File: src/rtl/bgr_pixel_unpacker_if.sv
// rtl/bgr_pixel_unpacker_if.sv - byte stream in / RGB pixel out bundle for bgr_pixel_unpacker
interface bgr_pixel_unpacker_if #(
    parameter int IMG_WIDTH  = 128,
    parameter int IMG_HEIGHT = 128
);
    localparam int CW = $clog2(IMG_WIDTH) + 1;
    localparam int RW = $clog2(IMG_HEIGHT) + 1;

    logic [7:0]    byte_i;
    logic          byte_valid_i;
    logic          byte_ready_o;
    logic [7:0]    red_o;
    logic [7:0]    green_o;
    logic [7:0]    blue_o;
    logic          done_o;
    logic          pixel_ready_i;
    logic [CW-1:0] col_o;
    logic [RW-1:0] row_o;

    modport slave (
        input  byte_i, byte_valid_i, pixel_ready_i,
        output byte_ready_o, red_o, green_o, blue_o, done_o, col_o, row_o
    );

    modport master (
        output byte_i, byte_valid_i, pixel_ready_i,
        input  byte_ready_o, red_o, green_o, blue_o, done_o, col_o, row_o
    );
endinterface

File: src/rtl/bgr_pixel_unpacker.sv
// rtl/bgr_pixel_unpacker.sv - BMP B,G,R byte stream to RGB pixels with row pad removal
// Optional macro BGR_PIXEL_CNT_EN adds pixel_count_o.
module bgr_pixel_unpacker #(
    parameter int IMG_WIDTH  = 128,
    parameter int IMG_HEIGHT = 128
) (
    input  logic        clk,
    input  logic        rst,
    input  logic        start_i,
    output logic        busy_o,
    output logic        frame_done_o,
`ifdef BGR_PIXEL_CNT_EN
    output logic [31:0] pixel_count_o,
`endif
    bgr_pixel_unpacker_if.slave bus
);
    localparam int CW        = $clog2(IMG_WIDTH) + 1;
    localparam int RW        = $clog2(IMG_HEIGHT) + 1;
    localparam int PAD_BYTES = (4 - (3 * IMG_WIDTH) % 4) % 4;
    localparam logic [CW-1:0] COL_LAST = CW'(IMG_WIDTH - 1);
    localparam logic [RW-1:0] ROW_LAST = RW'(IMG_HEIGHT - 1);
    localparam logic [1:0]    PAD_LAST = 2'((PAD_BYTES == 0) ? 0 : PAD_BYTES - 1);

    typedef enum logic [1:0] {IDLE, RUN, PAD, DRAIN} state_t;

    state_t        state;
    logic [1:0]    phase;
    logic [1:0]    pad_cnt;
    logic [7:0]    b_hold;
    logic [7:0]    g_hold;
    logic [CW-1:0] col_cnt;
    logic [RW-1:0] row_cnt;
    logic          accept;
    logic          consume;

    // Only the R byte needs the output register free, so B and G keep flowing under stall.
    always_comb begin
        bus.byte_ready_o = 1'b0;
        case (state)
            RUN:     bus.byte_ready_o = !(phase == 2'd2 && bus.done_o && !bus.pixel_ready_i);
            PAD:     bus.byte_ready_o = 1'b1;
            default: bus.byte_ready_o = 1'b0;
        endcase
    end

    assign accept  = bus.byte_valid_i && bus.byte_ready_o;
    assign consume = bus.done_o && bus.pixel_ready_i;
    assign busy_o  = (state != IDLE);

    always_ff @(posedge clk or posedge rst) begin
        if (rst) begin
            state         <= IDLE;
            phase         <= 2'd0;
            pad_cnt       <= 2'd0;
            b_hold        <= 8'd0;
            g_hold        <= 8'd0;
            col_cnt       <= '0;
            row_cnt       <= '0;
            bus.red_o     <= 8'd0;
            bus.green_o   <= 8'd0;
            bus.blue_o    <= 8'd0;
            bus.done_o    <= 1'b0;
            bus.col_o     <= '0;
            bus.row_o     <= '0;
            frame_done_o  <= 1'b0;
        end else begin
            frame_done_o <= 1'b0;
            if (consume)
                bus.done_o <= 1'b0;
            case (state)
                IDLE: begin
                    if (start_i) begin
                        state   <= RUN;
                        phase   <= 2'd0;
                        pad_cnt <= 2'd0;
                        col_cnt <= '0;
                        row_cnt <= '0;
                    end
                end
                RUN: begin
                    if (accept) begin
                        case (phase)
                            2'd0: begin
                                b_hold <= bus.byte_i;
                                phase  <= 2'd1;
                            end
                            2'd1: begin
                                g_hold <= bus.byte_i;
                                phase  <= 2'd2;
                            end
                            default: begin
                                bus.red_o   <= bus.byte_i;
                                bus.green_o <= g_hold;
                                bus.blue_o  <= b_hold;
                                bus.col_o   <= col_cnt;
                                bus.row_o   <= row_cnt;
                                bus.done_o  <= 1'b1;
                                phase       <= 2'd0;
                                if (col_cnt == COL_LAST) begin
                                    if (PAD_BYTES != 0) begin
                                        state   <= PAD;
                                        pad_cnt <= 2'd0;
                                    end else if (row_cnt == ROW_LAST) begin
                                        state <= DRAIN;
                                    end else begin
                                        col_cnt <= '0;
                                        row_cnt <= row_cnt + 1'b1;
                                    end
                                end else begin
                                    col_cnt <= col_cnt + 1'b1;
                                end
                            end
                        endcase
                    end
                end
                PAD: begin
                    if (accept) begin
                        if (pad_cnt == PAD_LAST) begin
                            col_cnt <= '0;
                            if (row_cnt == ROW_LAST) begin
                                state <= DRAIN;
                            end else begin
                                row_cnt <= row_cnt + 1'b1;
                                state   <= RUN;
                            end
                        end else begin
                            pad_cnt <= pad_cnt + 1'b1;
                        end
                    end
                end
                default: begin
                    if (!bus.done_o || consume) begin
                        frame_done_o <= 1'b1;
                        state        <= IDLE;
                    end
                end
            endcase
        end
    end

`ifdef BGR_PIXEL_CNT_EN
    always_ff @(posedge clk or posedge rst) begin
        if (rst)
            pixel_count_o <= 32'd0;
        else if (state == IDLE && start_i)
            pixel_count_o <= 32'd0;
        else if (consume)
            pixel_count_o <= pixel_count_o + 32'd1;
    end
`endif
endmodule

File: src/flat_wrapper.sv
// flat-port wrapper written by rule: the top's interface ports become plain ports
module bgr_pixel_unpacker_flat 
#(
    parameter int IMG_WIDTH  = 128,
    parameter int IMG_HEIGHT = 128
)
  (clk, rst, start_i, busy_o, frame_done_o, bus_byte_i, bus_byte_valid_i, bus_pixel_ready_i, bus_byte_ready_o, bus_red_o, bus_green_o, bus_blue_o, bus_done_o, bus_col_o, bus_row_o);
  bgr_pixel_unpacker_if #(.IMG_WIDTH(IMG_WIDTH), .IMG_HEIGHT(IMG_HEIGHT)) bus_i ();
  input  logic clk;
  input  logic rst;
  input  logic start_i;
  output logic busy_o;
  output logic frame_done_o;
  input wire logic [$bits(bus_i.byte_i)-1:0] bus_byte_i;
  input wire logic [$bits(bus_i.byte_valid_i)-1:0] bus_byte_valid_i;
  input wire logic [$bits(bus_i.pixel_ready_i)-1:0] bus_pixel_ready_i;
  output wire logic [$bits(bus_i.byte_ready_o)-1:0] bus_byte_ready_o;
  output wire logic [$bits(bus_i.red_o)-1:0] bus_red_o;
  output wire logic [$bits(bus_i.green_o)-1:0] bus_green_o;
  output wire logic [$bits(bus_i.blue_o)-1:0] bus_blue_o;
  output wire logic [$bits(bus_i.done_o)-1:0] bus_done_o;
  output wire logic [$bits(bus_i.col_o)-1:0] bus_col_o;
  output wire logic [$bits(bus_i.row_o)-1:0] bus_row_o;
  assign bus_i.byte_i = bus_byte_i;
  assign bus_i.byte_valid_i = bus_byte_valid_i;
  assign bus_i.pixel_ready_i = bus_pixel_ready_i;
  assign bus_byte_ready_o = bus_i.byte_ready_o;
  assign bus_red_o = bus_i.red_o;
  assign bus_green_o = bus_i.green_o;
  assign bus_blue_o = bus_i.blue_o;
  assign bus_done_o = bus_i.done_o;
  assign bus_col_o = bus_i.col_o;
  assign bus_row_o = bus_i.row_o;
  bgr_pixel_unpacker #(.IMG_WIDTH(IMG_WIDTH), .IMG_HEIGHT(IMG_HEIGHT)) u_core (.clk(clk), .rst(rst), .start_i(start_i), .busy_o(busy_o), .frame_done_o(frame_done_o), .bus(bus_i));
endmodule
File: config.mk
export PLATFORM = sky130hd
export DESIGN_NAME = bgr_pixel_unpacker_flat
export DESIGN_NICKNAME = d
export VERILOG_FILES = /design/src/rtl/bgr_pixel_unpacker_if.sv /design/src/rtl/bgr_pixel_unpacker.sv /design/src/flat_wrapper.sv
export SDC_FILE = /design/constraint.sdc
export NUM_CORES = 1
export LEC_CHECK = 0
export CORE_ASPECT_RATIO = 0.5
export CORE_MARGIN = 1.5
export CORE_UTILIZATION = 56
export CTS_BUF_LIST = sky130_fd_sc_hd__clkbuf_8
export DETAILED_ROUTE_END_ITERATION = 10
export HOLD_SLACK_MARGIN = 0.03
export PLACE_DENSITY_LB_ADDON = 0.25
export SYNTH_ARGS = -nofsm -noshare
export SYNTH_HDL_FRONTEND = slang
export SYNTH_SLANG_ARGS = --single-unit
File: constraint.sdc
create_clock -name clk -period 3.5 [get_ports clk]
set_clock_uncertainty 0.1 [all_clocks]
set_input_delay 0.7 -clock clk [delete_from_list [all_inputs] [get_ports clk]]
set_output_delay 0.7 -clock clk [all_outputs]
set_load 0.02 [all_outputs]
==> run_results.csv <==
group,metric,value,unit
outcome,status,"finished clean",
placed_design,dpl.cell_count,511,
floorplanning,core_area,0.00618,mm^2
floorplanning,die_w,117,um
synthesis,yosys.area_share.simple,22.3,%
timing,period_needed,3050,ps
drt,wl_per_cell,15.2,um
synthesis,synth_top_family_by_area,"simple AND/OR/NAND/NOR gates",
floorplanning,start_util,59.0,%
placed_design,place_area,0.00431,mm^2
hold_path,hold_end,"u_core.bus.blue_o[3]",
final_layout,syn2layout_area_growth,23.1,%
timing,rsz0062_at_grt,"false",
placed_design,pre_cts_slack,485,ps
synthesis,syn-num-nets,400,
drt,drtIter0Drc,196,
final_layout,final_common_cell,"nand2_1",
global_route,grt_max_degree,44,
drt,drc,0,
power,power_density,725,mW/mm^2
floorplanning,die_h,60.1,um
worst_setup_path,startpoint,"u_core.state[0]",
hold_path,holdPathStages,2,
global_route,grt_pass1_vias,2736,
power,p_leak,2.16,nW
power,finalPower,3.25,mW
global_route,antenna_found_initial,0,
synthesis,synth_xor_area_share,0,%
drt,ant_nets,0,
power,power_frac_clock,20.2,%
final_layout,stdcell_count,525,
worst_setup_path,timing.rr.end,"u_core.col_cnt[5]",
final_layout,layout.cells.most_common_list,"nand2_1, dfrtp_1, clkdlybuf4s50_1",
synthesis,dominantRegCellSynth,"dfrtp_1",
timing,fin_ws,452,ps
floorplanning,die_area,0.00704,mm^2
global_route,overflow,0,
worst_setup_path,crit_path_start_kind,"flip-flop",
worst_setup_path,critPathMaxFanout,16,
cts,h-tree-depth,3,
cts,cts_buffers,9,
timing,setup_viol_count_final,0,
worst_setup_path,crit_type,"flip-flop to output pin",
timing,fin_setup_tns,0,ps
timing,finalCritPeriodShare,87.1,%
hold_path,min_path_type,"flip-flop to flip-flop",
worst_setup_path,worstRegToRegCells,7,
cts,clk-insertion-delay-late,360,ps
drt,via_per_inst,5.61,
power,internal-power,2.12,mW
timing,hold_viol,0,
synthesis,yosys-mux-area-fraction,5.63,%
synthesis,synth_edf_count,0,
placed_design,hpwl,5470,um
worst_setup_path,arrival,2250,ps
drt,routed_wl,8000,um
synthesis,synth_cells,379,
power,vdd.ir_drop.worst,517,uV
synthesis,yosys_warnings,0,
final_layout,antennaDiodeCount,0,
cts,clock-sinks,80,
cts,hold_buffers,0,
drt,vias,2947,
timing,slew_viol_final,0,
power,combPwrFrac,35.7,%
drt,drt_pass1_iterations,5,
global_route,globalRouteTotalUtil,24.6,%
placed_design,place_congestion,0.874,
cts,clockBufferDepth,2,
final_layout,final_util,72.7,%
timing,max_clock_freq,328,MHz
floorplanning,num_rows,20,
timing,relSlewSlack,37.3,%
cts,clk_pin_slew,80,ps
cts,post_cts_buffers,0,
hold_path,hp-start,"u_core.b_hold[3]",
synthesis,async_reset_ff_share,100,%
cts,cts_tree,"built",
placed_design,numPortBuffers,56,
final_layout,nets,455,
synthesis,synth.avg_cell_area,9.62,um^2
cts,cts_root_buf,"clkbuf_8",
final_layout,drive_gt1_share,9.38,%
power,switching_share,35.0,%
worst_setup_path,reg2reg_from,"u_core.state[0]",
power,p_seq_share,44.1,%
synthesis,synth_compound_area_share,11.5,%
synthesis,yosysSeqAreaShare,54.9,%
worst_setup_path,required,2700,ps
worst_setup_path,r2r_slack,780,ps
worst_setup_path,end_kind,"output pin",
flow_run,drv_cap,0,
final_layout,final_area,0.00449,mm^2
synthesis,synthAdderAreaFrac,2.74,%
synthesis,ys_ff_latch,80,
timing,hold_ws,362,ps
global_route,grt_pass1_wl,12900,um
cts,ctsResizeCount,0,
timing,worstMarginPinSlew,932,ps
synthesis,synth_cell_types,52,
synthesis,synth_area,0.00365,mm^2
floorplanning,num_io_pins,57,
power,power.switching,1.14,mW
==> flip-flops by register name, summed over array words and instances, names as in the netlist, 8 cells and up <==
signal,count
u_core.bus.red_o,8
u_core.g_hold,8
u_core.bus.blue_o,8
u_core.bus.row_o,8
u_core.b_hold,8
u_core.row_cnt,8
u_core.bus.green_o,8
u_core.bus.col_o,8
u_core.col_cnt,8
==> cell families after synthesis <==
kind of cell | count (synthesis)
flops | 80
compound gates | 62
fa+ha+maj | 8
buf+inv | 27
mux | 18
simple gates | 184
==> layout make-up <==
type	count	area, um^2
Fill cell	458	1690
Sequential cell	80	2000
Clock inverter	4	47.5
Tap cell	88	110
Timing Repair Buffer	60	616
Inverter	11	41.3
Clock buffer	10	138
Multi-Input combinational cell	272	1540
==> synthesized netlist by cell type, types with 2 or more instances <==
| cell | count | area, um^2 |
|---|---|---|
| a221o_1 | 2 | 20.0 |
| o21ai_0 | 19 | 95.1 |
| nor2_1 | 8 | 30.0 |
| o211ai_1 | 2 | 15.0 |
| and3_1 | 6 | 37.5 |
| a21oi_1 | 16 | 80.1 |
| a31oi_1 | 2 | 12.5 |
| dfrtp_1 | 80 | 2000 |
| buf_2 | 6 | 30.0 |
| and2_1 | 2 | 12.5 |
| nand3_1 | 8 | 40.0 |
| clkbuf_1 | 10 | 37.5 |
| nand3b_1 | 3 | 22.5 |
| nor2b_1 | 5 | 31.3 |
| nand4_1 | 3 | 18.8 |
| mux2_2 | 16 | 180 |
| ha_1 | 8 | 100 |
| nand2_1 | 135 | 507 |
| o31ai_1 | 3 | 22.5 |
| inv_1 | 10 | 37.5 |
| nand2b_1 | 2 | 12.5 |
| nor3_1 | 3 | 15.0 |
==> power by group through the flow <==
stage / sequential (mW) / clock [mW] / combinational (mW)
6_report: 1.44 / 0.657 / 1.16
3_5_place_dp: 1.45 / 0 / 1.17
3_3_place_gp: 1.42 / 0 / 1.14
4_1_cts: 1.43 / 0.671 / 1.17
2_1_floorplan: 1.59 / 0 / 0.514
5_1_grt: 1.47 / 0.697 / 1.26
==> worst max path at each step <==
stage | to | slack, ps
2_1_floorplan | u_core.b_hold[0] | 650
3_3_place_gp | bus_byte_ready_o | 500
3_5_place_dp | bus_byte_ready_o | 490
4_1_cts | bus_byte_ready_o | 470
5_1_grt | bus_byte_ready_o | 360
6_report | bus_byte_ready_o | 450
==> critical path, cell delays in order (launching register included) <==
cell             delay [ps]
dfrtp_1                 410
inv_1                   120
ha_1                    580
o21a_1                  190
clkdlybuf4s50_1         590
==> layer usage <==
layer  track usage [%]  routed length (um)
met1              31.4                3510
met2              40.9                3940
met3              7.91                 477
met4              7.40                  76
met5                 0                   0
Power figures use the tool's default switching activity.
